<file path="src/rtl/rr_arbiter_8x3_if.sv">
// Request/grant bundle between the requesters and rr_arbiter_8x3.
// master = requester side (drives req), slave = arbiter side (drives grants).
interface rr_arbiter_8x3_if;
    logic [7:0] req;
    logic [7:0] gnt;
    logic [2:0] gnt_idx;
    logic       gnt_vld;
    logic       timeout;

    modport master (
        output req,
        input  gnt,
        input  gnt_idx,
        input  gnt_vld,
        input  timeout
    );

    modport slave (
        input  req,
        output gnt,
        output gnt_idx,
        output gnt_vld,
        output timeout
    );
endinterface

</file>
<file path="src/rtl/rr_arbiter_8x3.sv">
// Round-robin arbiter for 8 requesters with registered one-hot grant and 3-bit index.
// Optional hold-timeout with requester masking is enabled by defining ARB_TIMEOUT_EN.
module rr_arbiter_8x3 #(
    parameter int N        = 8,
    parameter int MAX_HOLD = 16
) (
    input  logic              clk,
    input  logic              rst_n,
    rr_arbiter_8x3_if.slave   bus
);

    typedef enum logic {IDLE, BUSY} state_t;

    state_t         state;
    logic [2:0]     ptr;
    logic [N-1:0]   gnt;
    logic [2:0]     gnt_idx;
    logic           gnt_vld;
    logic [N-1:0]   mask;
    logic [N-1:0]   cand;
    logic [2:0]     win;
    logic [2:0]     scan;
    logic           found;

    // A hold limit below 2 would leave no BUSY cycle before expiry.
    if (MAX_HOLD < 2) begin : g_max_hold_invalid
    end

`ifdef ARB_TIMEOUT_EN
    localparam logic [4:0] HOLD_LAST = 5'(MAX_HOLD - 1);

    logic [4:0]     hold_cnt;
    logic           timeout;
    logic [N-1:0]   mask_q;

    assign mask        = mask_q;
    assign bus.timeout = timeout;
`else
    assign mask        = '0;
    assign bus.timeout = 1'b0;
`endif

    assign cand = bus.req & ~mask;

    // First eligible requester scanning upward from ptr, wrapping mod 8.
    always_comb begin
        win   = '0;
        found = 1'b0;
        scan  = '0;
        for (int k = 0; k < N; k++) begin
            scan = ptr + 3'(k);
            if (!found && cand[scan]) begin
                win   = scan;
                found = 1'b1;
            end
        end
    end

    always_ff @(posedge clk or negedge rst_n) begin
        if (!rst_n) begin
            state   <= IDLE;
            ptr     <= '0;
            gnt     <= '0;
            gnt_idx <= '0;
            gnt_vld <= 1'b0;
`ifdef ARB_TIMEOUT_EN
            hold_cnt <= '0;
            timeout  <= 1'b0;
            mask_q   <= '0;
`endif
        end else begin
`ifdef ARB_TIMEOUT_EN
            timeout <= 1'b0;
            // A mask bit survives only while its requester keeps req high.
            mask_q  <= mask_q & bus.req;
`endif
            case (state)
                IDLE: begin
                    if (found) begin
                        gnt      <= '0;
                        gnt[win] <= 1'b1;
                        gnt_idx  <= win;
                        gnt_vld  <= 1'b1;
                        ptr      <= win + 3'd1;
                        state    <= BUSY;
`ifdef ARB_TIMEOUT_EN
                        hold_cnt <= '0;
`endif
                    end
                end
                BUSY: begin
                    // Normal release wins over expiry on the same edge.
                    if (!bus.req[gnt_idx]) begin
                        gnt     <= '0;
                        gnt_idx <= '0;
                        gnt_vld <= 1'b0;
                        state   <= IDLE;
                    end
`ifdef ARB_TIMEOUT_EN
                    else if (hold_cnt == HOLD_LAST) begin
                        gnt             <= '0;
                        gnt_idx         <= '0;
                        gnt_vld         <= 1'b0;
                        state           <= IDLE;
                        timeout         <= 1'b1;
                        mask_q[gnt_idx] <= 1'b1;
                    end else begin
                        hold_cnt <= hold_cnt + 5'd1;
                    end
`endif
                end
                default: state <= IDLE;
            endcase
        end
    end

    assign bus.gnt     = gnt;
    assign bus.gnt_idx = gnt_idx;
    assign bus.gnt_vld = gnt_vld;

endmodule

</file>
<file path="src/flat_wrapper.sv">
// flat-port wrapper written by rule: the top's interface ports become plain ports
module rr_arbiter_8x3_flat 
#(
    parameter int N        = 8,
    parameter int MAX_HOLD = 16
)
  (clk, rst_n, bus_req, bus_gnt, bus_gnt_idx, bus_gnt_vld, bus_timeout);
  rr_arbiter_8x3_if bus_i ();
  input  logic clk;
  input  logic rst_n;
  input wire logic [$bits(bus_i.req)-1:0] bus_req;
  output wire logic [$bits(bus_i.gnt)-1:0] bus_gnt;
  output wire logic [$bits(bus_i.gnt_idx)-1:0] bus_gnt_idx;
  output wire logic [$bits(bus_i.gnt_vld)-1:0] bus_gnt_vld;
  output wire logic [$bits(bus_i.timeout)-1:0] bus_timeout;
  assign bus_i.req = bus_req;
  assign bus_gnt = bus_i.gnt;
  assign bus_gnt_idx = bus_i.gnt_idx;
  assign bus_gnt_vld = bus_i.gnt_vld;
  assign bus_timeout = bus_i.timeout;
  rr_arbiter_8x3 #(.N(N), .MAX_HOLD(MAX_HOLD)) u_core (.clk(clk), .rst_n(rst_n), .bus(bus_i));
endmodule
</file>
<file path="config.mk">
export PLATFORM = sky130hd
export DESIGN_NAME = rr_arbiter_8x3_flat
export DESIGN_NICKNAME = d
export VERILOG_FILES = /design/src/rtl/rr_arbiter_8x3_if.sv /design/src/rtl/rr_arbiter_8x3.sv /design/src/flat_wrapper.sv
export SDC_FILE = /design/constraint.sdc
export NUM_CORES = 1
export LEC_CHECK = 0
export ABC_CLOCK_PERIOD_IN_PS = 8800
export BUFFER_PORTS_ARGS = -buffer_cell sky130_fd_sc_hd__buf_2
export CAP_MARGIN = 5
export CORE_ASPECT_RATIO = 0.8
export CORE_UTILIZATION = 45
export DETAILED_ROUTE_END_ITERATION = 12
export PLACE_DENSITY_LB_ADDON = 0.08
export SYNTH_ARGS = -nofsm -noshare
export SYNTH_HDL_FRONTEND = slang
export SYNTH_SLANG_ARGS = --single-unit
</file>
<file path="constraint.sdc">
create_clock -name clk -period 8.8 [get_ports clk]
set_clock_uncertainty 0.1 [all_clocks]
set_input_delay 0.44 -clock clk [delete_from_list [all_inputs] [get_ports clk]]
set_output_delay 0.44 -clock clk [all_outputs]
set_load 0.01 [all_outputs]
</file>
* Word-level counts from Yosys, hierarchy flattened
Cells that the tools add are included.
Word-level totals: memories kept 0, bits in latches 0, input bits 10, register bits 16, memory bits (writable) 0, word-level logic and storage cells 92, memory bits (read-only) 0, output and inout port bits 13
Operators by class: $lt $le $gt $ge 11, shift operators 0, $add $sub $neg 8, reductions and logical operators 17, div/mod/pow operators 0, bitwise operators 1, equal/unequal tests 2, mux-type cells 48, multipliers 0
Operators by type and width (number):
- $lt A3 B4 Y1 const B | 10
- $mux W3 | 10
- $bmux W1 S3 | 9
- $mux W1 | 22
- $mux W8 | 2
- $pmux W8 S2 | 1
- $add A3 B3 Y3 const B | 4
- $logic_and A1 B1 Y1 | 8
- $logic_not A1 Y1 | 7
- $add A3 B1 Y3 const B | 2
- $add A3 B2 Y3 const B | 2
- $pmux W3 S2 | 1
- $pmux W1 S2 | 2
- $reduce_and A2 Y1 | 2
- $demux W1 S3 | 1
- $ge A3 B1 Y1 const B | 1
- $ne A2 B1 Y1 const B | 1
- $ne A2 B2 Y1 const B | 1
- $not A1 Y1 | 1

* Longest topological paths before layout
Gate-level depths: netlist of the first run.
depth after elaboration 30, depth in mapped cells 15, depth with buffers taken out 10

* Worst setup path before layout of the first run
Ideal clock, no wire load.
path kind reg2reg, start point register u_core.ptr[0], end point register u_core.ptr[1], setup time 0.080 ns, cell stages (with the launch flop) 15, data required time 8.620 ns, buffers on the path 4, setup slack 5.237 ns, clock period less this slack 3.563 ns, data arrival time 3.382 ns, path through dfrtp_1 -> buf_6 -> buf_2 -> clkinv_1 -> ha_1 -> buf_6 -> mux4_2 -> a21oi_2 -> a22oi_2 -> nand2b_4 -> or4b_1 -> a22o_1 -> buf_6 -> nand2b_4 -> a31oi_4
Between the ends: longest elaborated chain between the ends 25, elaborated cells between the ends (all ways) 55, those cells by class 8 x add/sub; 32 x mux; 15 x reduce/logical
RTL lines:
- start: declaration | line rr_arbiter_8x3.sv:15 | logic [2:0] ptr;
- start signal: assignment | line rr_arbiter_8x3.sv:84 | ptr <= win + 3'd1;
- branches (longest 25 deep; another with $add A3 B1 Y3)
Several ways; the timed one is not identified. The select of a mux whose other input is x is not followed. A chain may end at the register's enable or synchronous reset.

* Worst setup path in the final report of the first run
start point register u_core.ptr[0], end point register u_core.gnt[4], in the netlist u_core.bus.gnt[4]
Between the ends: longest elaborated chain between the ends 30, elaborated cells between the ends (all ways) 62, those cells by class 7 x add/sub; 2 x order compare; 1 x eq/ne; 36 x mux; 16 x reduce/logical
RTL lines:
- branches (longest 30 deep; another with $add A3 B1 Y3)
- end signal: assignment | line rr_arbiter_8x3.sv:80 | gnt <= '0;
- end signal: indexed assignment | line rr_arbiter_8x3.sv:81 | gnt[win] <= 1'b1;
- end signal: assignment | line rr_arbiter_8x3.sv:94 | gnt <= '0;
- end: declaration | line rr_arbiter_8x3.sv:16 | logic [N-1:0] gnt;
Several ways; the timed one is not identified. The select of a mux whose other input is x is not followed.

==> report_table.html, run 1 <==
<table>
<tr><th>Metric</th><th>Value</th></tr>
<tr><th colspan="2">Outcome</th></tr>
<tr><td>Result of the run</td><td>complete, but fails checks</td></tr>
<tr><td>Violated checks</td><td>negative hold slack</td></tr>
<tr><th colspan="2">Floorplanning</th></tr>
<tr><td>I/O pin cnt</td><td>23</td></tr>
<tr><td>Die area</td><td>4240 um^2</td></tr>
<tr><td>Row count</td><td>20</td></tr>
<tr><td>Core ar.</td><td>3800 um^2</td></tr>
<tr><td>DIE WIDTH</td><td>72.6 um</td></tr>
<tr><td>Effective utilization at floorplan</td><td>47.1%</td></tr>
<tr><td>Overall die height</td><td>58.5 um</td></tr>
<tr><th colspan="2">Global routing</th></tr>
<tr><td>Number of global-route vias before repair</td><td>1402</td></tr>
<tr><td>Combined global-route utilization of all metal layers</td><td>22.2%</td></tr>
<tr><td>Wire length of the first global-routing pass</td><td>7290 um</td></tr>
<tr><td>Global route overflow</td><td>0</td></tr>
<tr><td>GRT met2 Usage</td><td>31.4%</td></tr>
<tr><td>Maximum number of pins on one net before global-route repair</td><td>27</td></tr>
<tr><td>Initial antenna violation count</td><td>0</td></tr>
<tr><td>Highest-utilization routing layer at the global route stage</td><td>met1</td></tr>
<tr><td>GRT met1 Usage</td><td>35.8%</td></tr>
<tr><td>GRT met3 Usage</td><td>4.11%</td></tr>
<tr><th colspan="2">Clocking</th></tr>
<tr><td>Longest Clk Path Bufs</td><td>2</td></tr>
<tr><td>Count of H-tree levels built during CTS</td><td>1</td></tr>
<tr><td>Post-CTS Hold Buffers</td><td>0</td></tr>
<tr><td>Clock tree from TritonCTS</td><td>yes</td></tr>
<tr><td>TritonCTS sink count</td><td>16</td></tr>
<tr><td>TritonCTS buffer count</td><td>3</td></tr>
<tr><td>Clock latency on the worst-skew pair</td><td>0.25 ns</td></tr>
<tr><td>Setup repair bufs after CTS</td><td>0</td></tr>
<tr><td>Reg clk slew, reported paths</td><td>0.06 ns</td></tr>
<tr><td>Clock root buffer master</td><td>sky130_fd_sc_hd__clkbuf_8</td></tr>
<tr><td>PostCTS Resize Cnt</td><td>0</td></tr>
<tr><th colspan="2">Detailed routing</th></tr>
<tr><td>Mean routed wirelength per cell</td><td>17.0 um</td></tr>
<tr><td>Number of iterations in the first detailed-routing pass</td><td>4</td></tr>
<tr><td>DRT antenna net count</td><td>0</td></tr>
<tr><td>DR vias/cell</td><td>6.14</td></tr>
<tr><td>DRC violation count after routing</td><td>0</td></tr>
<tr><td>Drt first-iter violations</td><td>127</td></tr>
<tr><td>Number of vias in the routed layout</td><td>1523</td></tr>
<tr><td>Post-detailed-routing wire length</td><td>4220 um</td></tr>
<tr><th colspan="2">Synthesis</th></tr>
<tr><td>Post-synthesis simple-gate area fraction</td><td>18.4%</td></tr>
<tr><td>Synthesized Nets</td><td>195</td></tr>
<tr><td>Most used flip-flop cell after synthesis</td><td>sky130_fd_sc_hd__dfrtp_1</td></tr>
<tr><td>Ys async rst share</td><td>100%</td></tr>
<tr><td>Number of synthesized flops with an enable pin</td><td>0</td></tr>
<tr><td>Average size of a mapped cell</td><td>9.80 um^2</td></tr>
<tr><td>Post-synthesis adder-cell area fraction</td><td>1.40%</td></tr>
<tr><td>Top cell type's share of synthesized area</td><td>22.3%</td></tr>
<tr><td>Most used standard cells in the synthesized netlist</td><td>sky130_fd_sc_hd__nand2_1, sky130_fd_sc_hd__dfrtp_1, sky130_fd_sc_hd__mux4_2, sky130_fd_sc_hd__mux2i_1, sky130_fd_sc_hd__o21ai_0</td></tr>
<tr><td>Sequential-to-total area share from yosys stat</td><td>22.3%</td></tr>
<tr><td>Cell variety after synth</td><td>55</td></tr>
<tr><td>Post-synthesis xor/xnor area fraction</td><td>1.95%</td></tr>
<tr><td>Cells after Synth</td><td>183</td></tr>
<tr><td>Number of synthesized register bits</td><td>16</td></tr>
<tr><td>Cell area after technology mapping</td><td>1790 um^2</td></tr>
<tr><td>Largest family of logic cells by synthesized area</td><td>multiplexers</td></tr>
<tr><td>Synth warn</td><td>0</td></tr>
<tr><td>Top cell type by total area after synthesis</td><td>sky130_fd_sc_hd__dfrtp_1</td></tr>
<tr><td>Ranking of synthesized cells by area</td><td>sky130_fd_sc_hd__dfrtp_1, sky130_fd_sc_hd__mux4_2, sky130_fd_sc_hd__mux2i_1</td></tr>
<tr><td>Post-synthesis mux area share</td><td>28.3%</td></tr>
<tr><td>Most frequently used cell type in the post-synthesis netlist</td><td>sky130_fd_sc_hd__nand2_1</td></tr>
<tr><td>Area fraction in compound gates after synthesis</td><td>21.2%</td></tr>
<tr><th colspan="2">Final layout</th></tr>
<tr><td>Area of all placed cells without fillers</td><td>1930 um^2</td></tr>
<tr><td>Antenna diode count</td><td>0</td></tr>
<tr><td>Final layout net count</td><td>206</td></tr>
<tr><td>Area Growth Syn to Fin</td><td>7.61%</td></tr>
<tr><td>Ratio of cells with drive above 1 in the final layout</td><td>32.1%</td></tr>
<tr><td>FILL cells</td><td>376</td></tr>
<tr><td>Final cell count without fillers</td><td>248</td></tr>
<tr><td>Seq. cell area</td><td>400 um^2</td></tr>
<tr><td>Multi-input logic area</td><td>1280 um^2</td></tr>
<tr><th colspan="2">STA</th></tr>
<tr><td>Worst-Margin Slew</td><td>1.14 ns</td></tr>
<tr><td>Minimum period implied by the final worst setup slack</td><td>5.05 ns</td></tr>
<tr><td>Final Hold Viols</td><td>10</td></tr>
<tr><td>Setup TNS</td><td>0 ns</td></tr>
<tr><td>Pins Over Slew Limit</td><td>0</td></tr>
<tr><td>Final WS setup</td><td>3.75 ns</td></tr>
<tr><td>Total setup violations reported at the end of the flow</td><td>0</td></tr>
<tr><td>Max-slew headroom at the worst pin</td><td>23.4%</td></tr>
<tr><td>Unrepaired setup endpoints after global routing</td><td>false</td></tr>
<tr><td>Final worst-path cycle share</td><td>57.3%</td></tr>
<tr><td>Maximum clock frequency</td><td>198 MHz</td></tr>
<tr><td>Worst hold margin</td><td>-0.00395 ns</td></tr>
<tr><th colspan="2">Place</th></tr>
<tr><td>IO Port Bufs</td><td>21</td></tr>
<tr><td>Instance count after placement with tap cells included</td><td>244</td></tr>
<tr><td>Post-DP HPWL</td><td>3090 um</td></tr>
<tr><td>Routability cong.</td><td>0.827</td></tr>
<tr><td>Placement-stage cell area</td><td>1870 um^2</td></tr>
<tr><td>Setup slack after placement</td><td>3.74 ns</td></tr>
<tr><th colspan="2">Critical path</th></tr>
<tr><td>Max stage delay cell, worst path</td><td>sky130_fd_sc_hd__dfrtp_1</td></tr>
<tr><td>Worst path buffer plus inverter count</td><td>1</td></tr>
<tr><td>Crit path required time</td><td>8.88 ns</td></tr>
<tr><td>Crit path kind</td><td>reg2reg</td></tr>
<tr><td>CP cell instances</td><td>clkinv_1 &gt; ha_1 &gt; mux2_2 &gt; mux2i_1 &gt; a221oi_2 &gt; nor2b_1 &gt; a31oi_1 &gt; nand2b_1 &gt; or2_1 &gt; o21ai_1</td></tr>
<tr><td>Crit path max-delay family</td><td>compound AO/OA/AOI/OAI gates</td></tr>
<tr><td>Startpoint type of the worst setup path</td><td>flip-flop</td></tr>
<tr><td>Critical Path Sink Type</td><td>flip-flop</td></tr>
<tr><td>Worst path max stage delay</td><td>0.99 ns</td></tr>
<tr><td>Data arrival time of the critical path</td><td>5.12 ns</td></tr>
<tr><td>Critical path peak fanout</td><td>26</td></tr>
<tr><th colspan="2">Job</th></tr>
<tr><td>Max_cap viols</td><td>0</td></tr>
<tr><th colspan="2">Hold path</th></tr>
<tr><td>HP Class</td><td>in2async</td></tr>
</table>
-- worst reg2reg max path: stages (launching register included) --
cell	delay, ns
sky130_fd_sc_hd__dfrtp_1	0.99
sky130_fd_sc_hd__clkinv_1	0.46
sky130_fd_sc_hd__ha_1	0.78
sky130_fd_sc_hd__mux2_2	0.28
sky130_fd_sc_hd__mux2i_1	0.08
sky130_fd_sc_hd__a221oi_2	0.49
sky130_fd_sc_hd__nor2b_1	0.12
sky130_fd_sc_hd__a31oi_1	0.87
sky130_fd_sc_hd__nand2b_1	0.37
sky130_fd_sc_hd__or2_1	0.32
sky130_fd_sc_hd__o21ai_1	0.11
-- state kept, by name (all words and copies together) (netlist names) --
register,cells
u_core.bus.gnt_vld,1
u_core.ptr,3
u_core.state,1
u_core.bus.gnt,8
u_core.bus.gnt_idx,3
-- stage by stage --
| stage | hold slack [ns] | utilization [%] |
|---|---|---|
| 6_report | -0.00395 | 50.7 |
| 5_1_grt | 0.0125 | 50.7 |
| 4_1_cts | 0.00533 | 50.7 |
| 3_5_place_dp | 0.275 | 49.3 |
| 3_3_place_gp | 0.266 | 49.3 |
| 2_1_floorplan | 0.0444 | - |
-- layout by cell type (no fill, tap or decap), types with 2 or more instances in the layout --
cell type and count:
sky130_fd_sc_hd__a211oi_1 2, sky130_fd_sc_hd__xnor2_1 2, sky130_fd_sc_hd__nand2b_1 5, sky130_fd_sc_hd__a22o_1 4
sky130_fd_sc_hd__ha_1 2, sky130_fd_sc_hd__dfrtp_1 16, sky130_fd_sc_hd__o2111ai_1 2, sky130_fd_sc_hd__nand2_1 23
sky130_fd_sc_hd__a31oi_1 3, sky130_fd_sc_hd__nor3_1 3, sky130_fd_sc_hd__a2111oi_0 2, sky130_fd_sc_hd__nand2b_4 2
sky130_fd_sc_hd__o21ai_0 10, sky130_fd_sc_hd__nor2b_1 7, sky130_fd_sc_hd__o21ai_2 2, sky130_fd_sc_hd__o221a_2 2
sky130_fd_sc_hd__mux2i_1 10, sky130_fd_sc_hd__a21oi_2 3, sky130_fd_sc_hd__clkbuf_8 4, sky130_fd_sc_hd__xor2_1 2
sky130_fd_sc_hd__buf_2 21, sky130_fd_sc_hd__o31ai_1 2, sky130_fd_sc_hd__inv_1 4, sky130_fd_sc_hd__a21oi_1 3
sky130_fd_sc_hd__nand3_1 3, sky130_fd_sc_hd__or3_1 3, sky130_fd_sc_hd__mux4_2 14, sky130_fd_sc_hd__mux2_2 7
sky130_fd_sc_hd__nor2_1 6
-- path summary, 6_finish.rpt --
| path | slack (ns) | to | startpoint | depth (start not counted) |
|---|---|---|---|---|
| setup / recovery | 3.75 | u_core.bus.gnt[4] | u_core.ptr[0] | 10 |
| hold / removal | -0.004 | u_core.bus.gnt[6] | rst_n | 1 |
| setup reg to reg | 3.75 | u_core.bus.gnt[4] | u_core.ptr[0] | 10 |
| hold reg to reg | 0.37 | u_core.bus.gnt[3] | u_core.bus.gnt[3] | 2 |
| max in group asynchronous | 8.34 | u_core.bus.gnt_idx[2] | rst_n | 1 |
| min in group clk | 0.37 | u_core.bus.gnt[3] | u_core.bus.gnt[3] | 2 |
-- kinds of logic (layout without fill, tap and decap cells) --
| family | after synthesis | count (layout) |
|---|---|---|
| and+or+nand+nor | 60 | 60 |
| other | 1 | 1 |
| buffers and inverters | 20 | 30 |
| DFF | 16 | 16 |
| adders and majority gates | 2 | 2 |
| muxes | 32 | 32 |
| AOI/OAI and AO/OA | 48 | 48 |
| xor gates and xnor gates | 4 | 4 |
-- area by class of cell --
| class | count | area share [%] |
|---|---|---|
| tap | 55 | 3.57 |
| inverter | 5 | 0.973 |
| timing repair buffer | 21 | 5.45 |
| clock buffer | 4 | 2.85 |
| sequential | 16 | 20.8 |
| multi-input combinational | 147 | 66.4 |
-- metal layers --
metal  routed length, um  vias to the layer above
li1                    -                      726
met2                1840                       27
met4                  17                        0
met1                2220                      766
met5                   0                        -
met3                 135                        4
Power of run 1 is left out: the tool's default activity adds up to more than one toggle a clock period on the data nets, which glitch-free logic cannot reach.
==> run 2: changes to the inputs <==
- ABC_AREA: default -> 1
- ABC_CLOCK_PERIOD_IN_PS: 8800 -> 4500
- clock period: 8.8 -> 4.5 ns (I/O delays scaled with it)
==> run 2 against run 1 <==
  * The run now ends clean
  * Final area shrank 13%
  * First-iteration DRC count shrank 35%
  * Setup slack lost 2.2 ns
  * Sequential cell count is the same
  * Fmax grew 69%
  * Synthesized cell count grew 23%
  * Routed wire length shrank 10%
  * Cell count grew 15%
==> report_table.html, run 2 <==
<table>
<tr><th>Metric</th><th>Value</th></tr>
<tr><th colspan="2">Outcome</th></tr>
<tr><td>Result of the run</td><td>finished, final reports clean (was complete, but fails checks)</td></tr>
<tr><th colspan="2">Final layout</th></tr>
<tr><td>FILL cells</td><td>321 (was 376)</td></tr>
<tr><td>Area Growth Syn to Fin</td><td>10.8% (was 7.61%)</td></tr>
<tr><td>Registers with the highest flip-flop counts</td><td>u_core.bus.gnt (8), u_core.bus.gnt_idx (3), u_core.ptr (3) (unchanged)</td></tr>
<tr><td>Antenna diode count</td><td>0 (unchanged)</td></tr>
<tr><td>Final layout net count</td><td>259 (was 206)</td></tr>
<tr><td>Ratio of cells with drive above 1 in the final layout</td><td>28.6% (was 32.1%)</td></tr>
<tr><td>Most common library cell in the layout ignoring fill and taps</td><td>sky130_fd_sc_hd__nand2_1 (unchanged)</td></tr>
<tr><td>Area of all placed cells without fillers</td><td>1680 um^2 (was 1930 um^2)</td></tr>
<tr><td>Register with the most flip-flops</td><td>u_core.bus.gnt (unchanged)</td></tr>
<tr><td>Max reg flops</td><td>8 (unchanged)</td></tr>
<tr><td>Commonest non-fill, non-tap cells in the layout</td><td>sky130_fd_sc_hd__nand2_1, sky130_fd_sc_hd__nand3_1, sky130_fd_sc_hd__buf_2 (was sky130_fd_sc_hd__nand2_1, sky130_fd_sc_hd__buf_2, sky130_fd_sc_hd__dfrtp_1)</td></tr>
<tr><th colspan="2">Synthesis</th></tr>
<tr><td>Ys async rst share</td><td>100% (unchanged)</td></tr>
<tr><td>Top cell type's share of synthesized area</td><td>26.4% (was 22.3%)</td></tr>
<tr><td>Number of synthesized register bits</td><td>16 (unchanged)</td></tr>
<tr><td>Ranking of synthesized cells by area</td><td>sky130_fd_sc_hd__dfrtp_1, sky130_fd_sc_hd__nand2_1, sky130_fd_sc_hd__nand3_1 (was sky130_fd_sc_hd__dfrtp_1, sky130_fd_sc_hd__mux4_2, sky130_fd_sc_hd__mux2i_1)</td></tr>
<tr><td>Cell variety after synth</td><td>28 (was 55)</td></tr>
<tr><td>Most used flip-flop cell after synthesis</td><td>sky130_fd_sc_hd__dfrtp_1 (unchanged)</td></tr>
<tr><td>Synthesized Nets</td><td>237 (was 195)</td></tr>
<tr><td>Average size of a mapped cell</td><td>6.75 um^2 (was 9.80 um^2)</td></tr>
<tr><td>Sequential-to-total area share from yosys stat</td><td>26.4% (was 22.3%)</td></tr>
<tr><td>Number of synthesized flops with an enable pin</td><td>0 (unchanged)</td></tr>
<tr><td>Synth warn</td><td>0 (unchanged)</td></tr>
<tr><td>Cells after Synth</td><td>225 (was 183)</td></tr>
<tr><td>Most frequently used cell type in the post-synthesis netlist</td><td>sky130_fd_sc_hd__nand2_1 (unchanged)</td></tr>
<tr><td>Cell area after technology mapping</td><td>1520 um^2 (was 1790 um^2)</td></tr>
<tr><td>Most used standard cells in the synthesized netlist</td><td>sky130_fd_sc_hd__nand2_1, sky130_fd_sc_hd__nand3_1, sky130_fd_sc_hd__inv_1, sky130_fd_sc_hd__dfrtp_1 (was sky130_fd_sc_hd__nand2_1, sky130_fd_sc_hd__dfrtp_1, sky130_fd_sc_hd__mux4_2, sky130_fd_sc_hd__mux2i_1, sky130_fd_sc_hd__o21ai_0)</td></tr>
<tr><td>Top cell type by total area after synthesis</td><td>sky130_fd_sc_hd__dfrtp_1 (unchanged)</td></tr>
<tr><th colspan="2">Detailed routing</th></tr>
<tr><td>Mean routed wirelength per cell</td><td>13.2 um (was 17.0 um)</td></tr>
<tr><td>DRT antenna net count</td><td>0 (unchanged)</td></tr>
<tr><td>Number of vias in the routed layout</td><td>1545 (was 1523)</td></tr>
<tr><td>Post-detailed-routing wire length</td><td>3770 um (was 4220 um)</td></tr>
<tr><td>Number of iterations in the first detailed-routing pass</td><td>4 (unchanged)</td></tr>
<tr><td>DR vias/cell</td><td>5.42 (was 6.14)</td></tr>
<tr><td>DRC violation count after routing</td><td>0 (unchanged)</td></tr>
<tr><td>Drt first-iter violations</td><td>82 (was 127)</td></tr>
<tr><th colspan="2">STA</th></tr>
<tr><td>Maximum clock frequency</td><td>336 MHz (was 198 MHz)</td></tr>
<tr><td>Final Hold Viols</td><td>0 (was 10)</td></tr>
<tr><td>Final worst-path cycle share</td><td>66.2% (was 57.3%)</td></tr>
<tr><td>Unrepaired setup endpoints after global routing</td><td>false (unchanged)</td></tr>
<tr><td>Max-slew headroom at the worst pin</td><td>65.1% (was 23.4%)</td></tr>
<tr><td>Pins Over Slew Limit</td><td>0 (unchanged)</td></tr>
<tr><td>Worst-Margin Slew</td><td>0.524 ns (was 1.14 ns)</td></tr>
<tr><td>Worst hold margin</td><td>0.316 ns (was -0.00395 ns)</td></tr>
<tr><td>Final WS setup</td><td>1.52 ns (was 3.75 ns)</td></tr>
<tr><td>Minimum period implied by the final worst setup slack</td><td>2.98 ns (was 5.05 ns)</td></tr>
<tr><td>Total setup violations reported at the end of the flow</td><td>0 (unchanged)</td></tr>
<tr><td>Setup TNS</td><td>0 ns (unchanged)</td></tr>
<tr><th colspan="2">Clocking</th></tr>
<tr><td>Clock tree from TritonCTS</td><td>yes (unchanged)</td></tr>
<tr><td>Count of H-tree levels built during CTS</td><td>1 (unchanged)</td></tr>
<tr><td>TritonCTS sink count</td><td>16 (unchanged)</td></tr>
<tr><td>Clock root buffer master</td><td>sky130_fd_sc_hd__clkbuf_8 (unchanged)</td></tr>
<tr><td>TritonCTS buffer count</td><td>3 (unchanged)</td></tr>
<tr><td>Reg clk slew, reported paths</td><td>0.06 ns (about the same)</td></tr>
<tr><td>Longest Clk Path Bufs</td><td>2 (unchanged)</td></tr>
<tr><td>Clock latency on the worst-skew pair</td><td>0.24 ns (was 0.25 ns)</td></tr>
<tr><td>PostCTS Resize Cnt</td><td>0 (unchanged)</td></tr>
<tr><th colspan="2">Critical path</th></tr>
<tr><td>Worst path max stage delay</td><td>0.57 ns (was 0.99 ns)</td></tr>
<tr><td>Critical path peak fanout</td><td>12 (was 26)</td></tr>
<tr><td>CP cell instances</td><td>inv_2 &gt; ha_1 &gt; inv_1 &gt; nand3_1 &gt; nand3_1 &gt; nand2_2 &gt; nor2_4 &gt; nand4_2 &gt; nor2_4 &gt; nand4_1 &gt; nand3_2 &gt; nand2_2 &gt; nand2_1 &gt; nand2_1 &gt; nand2_1 &gt; nand2_1 (was clkinv_1 &gt; ha_1 &gt; mux2_2 &gt; mux2i_1 &gt; a221oi_2 &gt; nor2b_1 &gt; a31oi_1 &gt; nand2b_1 &gt; or2_1 &gt; o21ai_1)</td></tr>
<tr><td>Critical Path Sink Type</td><td>flip-flop (unchanged)</td></tr>
<tr><td>Data arrival time of the critical path</td><td>3.01 ns (was 5.12 ns)</td></tr>
<tr><td>Cell mode on critical path</td><td>sky130_fd_sc_hd__nand2_1</td></tr>
<tr><td>Crit path kind</td><td>reg2reg (unchanged)</td></tr>
<tr><td>Max stage delay cell, worst path</td><td>sky130_fd_sc_hd__dfrtp_1 (unchanged)</td></tr>
<tr><td>Startpoint type of the worst setup path</td><td>flip-flop (unchanged)</td></tr>
<tr><td>Crit path required time</td><td>4.54 ns (was 8.88 ns)</td></tr>
<tr><th colspan="2">Place</th></tr>
<tr><td>Routability cong.</td><td>0.865 (was 0.827)</td></tr>
<tr><td>Setup slack after placement</td><td>1.58 ns (was 3.74 ns)</td></tr>
<tr><td>IO Port Bufs</td><td>21 (unchanged)</td></tr>
<tr><td>Placement-stage cell area</td><td>1630 um^2 (was 1870 um^2)</td></tr>
<tr><td>Post-DP HPWL</td><td>3080 um (was 3090 um)</td></tr>
<tr><th colspan="2">Global routing</th></tr>
<tr><td>GRT met2 Usage</td><td>33.2% (was 31.4%)</td></tr>
<tr><td>GRT met1 Usage</td><td>35.8% (about the same)</td></tr>
<tr><td>Maximum number of pins on one net before global-route repair</td><td>17 (was 27)</td></tr>
<tr><td>Number of global-route vias before repair</td><td>1317 (was 1402)</td></tr>
<tr><td>Global route overflow</td><td>0 (unchanged)</td></tr>
<tr><td>Initial antenna violation count</td><td>0 (unchanged)</td></tr>
<tr><td>Wire length of the first global-routing pass</td><td>6150 um (was 7290 um)</td></tr>
<tr><td>GRT met3 Usage</td><td>5.08% (was 4.11%)</td></tr>
<tr><td>Highest-utilization routing layer at the global route stage</td><td>met1 (unchanged)</td></tr>
<tr><td>Combined global-route utilization of all metal layers</td><td>22.9% (was 22.2%)</td></tr>
<tr><th colspan="2">Job</th></tr>
<tr><td>Max_cap viols</td><td>0 (unchanged)</td></tr>
<tr><th colspan="2">Hold path</th></tr>
<tr><td>HP Class</td><td>in2async (unchanged)</td></tr>
<tr><th colspan="2">Floorplanning</th></tr>
<tr><td>Effective utilization at floorplan</td><td>48.2% (was 47.1%)</td></tr>
<tr><td>DIE WIDTH</td><td>67.0 um (was 72.6 um)</td></tr>
<tr><td>Row count</td><td>18 (was 20)</td></tr>
<tr><td>Overall die height</td><td>54.0 um (was 58.5 um)</td></tr>
<tr><td>Core ar.</td><td>3150 um^2 (was 3800 um^2)</td></tr>
<tr><td>Die area</td><td>3610 um^2 (was 4240 um^2)</td></tr>
<tr><td>I/O pin cnt</td><td>23 (unchanged)</td></tr>
</table>
==> run 2: cell types whose count changed after synthesis, sizes merged, moves of 11 or more <==
cell,before,now
inv,4,28
mux2i,11,0
nand3,3,37
mux4,14,0
nand2,23,82
nor2,6,18
==> run 2: layout make-up <==
| class | count | area [um^2] | area share [%] |
|---|---|---|---|
| multi-input combinational | 175 | 962 | 57.2 |
| inverter | 29 | 114 | 6.77 |
| clock buffer | 3 | 41.3 | 2.45 |
| sequential | 16 | 400 | 23.8 |
| timing repair buffer | 22 | 115 | 6.84 |
| tap | 40 | 50.0 | 2.97 |
==> run 2: logic make-up (layout without fill, tap and decap cells) <==
| logic type | Yosys count | count (layout) | share of synthesized area (%) |
|---|---|---|---|
| other | 1 | 1 | 0.247 |
| buffers and inverters | 34 | 54 | 10.3 |
| adders and majority gates | 2 | 2 | 1.65 |
| DFF | 16 | 16 | 26.4 |
| AOI/OAI and AO/OA | 26 | 26 | 9.72 |
| xor gates and xnor gates | 3 | 3 | 3.21 |
| and+or+nand+nor | 143 | 143 | 48.5 |
==> run 2: layer usage <==
metal  share of wire, %  vias to the layer above  wire length, um
li1                   -                      771                -
met1                 52                      707             1950
met2                 40                       67             1500
met3                8.5                        0              319
met4                  0                        0                0
met5                  0                        -                0
==> run 2: metrics by stage <==
| step | utilization (%) | std cells |
|---|---|---|
| finish | 53.4 | 285 |
| global route | 53.4 | 285 |
| CTS | 53.4 | 285 |
| detailed placement | 51.7 | 281 |
| global placement | 51.7 | 281 |
| floorplan | - | 225 |
==> run 2: worst paths after layout <==
| kind | startpoint | endpoint | slack [ns] | cells past startpoint |
|---|---|---|---|---|
| worst max-delay path | u_core.ptr[0] | u_core.ptr[2] | 1.52 | 16 |
| worst min-delay path | rst_n | u_core.bus.gnt[6] | 0.32 | 2 |
| worst max register to register | u_core.ptr[0] | u_core.ptr[2] | 1.52 | 16 |
| worst min register to register | u_core.bus.gnt[0] | u_core.bus.gnt[0] | 0.38 | 2 |
| max in group asynchronous | rst_n | u_core.state | 3.72 | 2 |
| min in group clk | u_core.bus.gnt[0] | u_core.bus.gnt[0] | 0.38 | 2 |
==> run 2: worst max-delay path: cells and delay by family, from the launching register on <==
kind                     cells  cell delay [ns]
AND/OR/NAND/NOR             13             1.36
flip-flops                   1             0.57
buffers and inverters        2             0.42
adder cells (fa/ha/maj)      1             0.41
==> run 2: repair_timing <==
action                                 in CTS  in global routing
endpoints found under the hold margin      16                  0
hold buffers                                1                  0
buffers inserted                            0                  0
Power of run 2 is left out for the same reason.
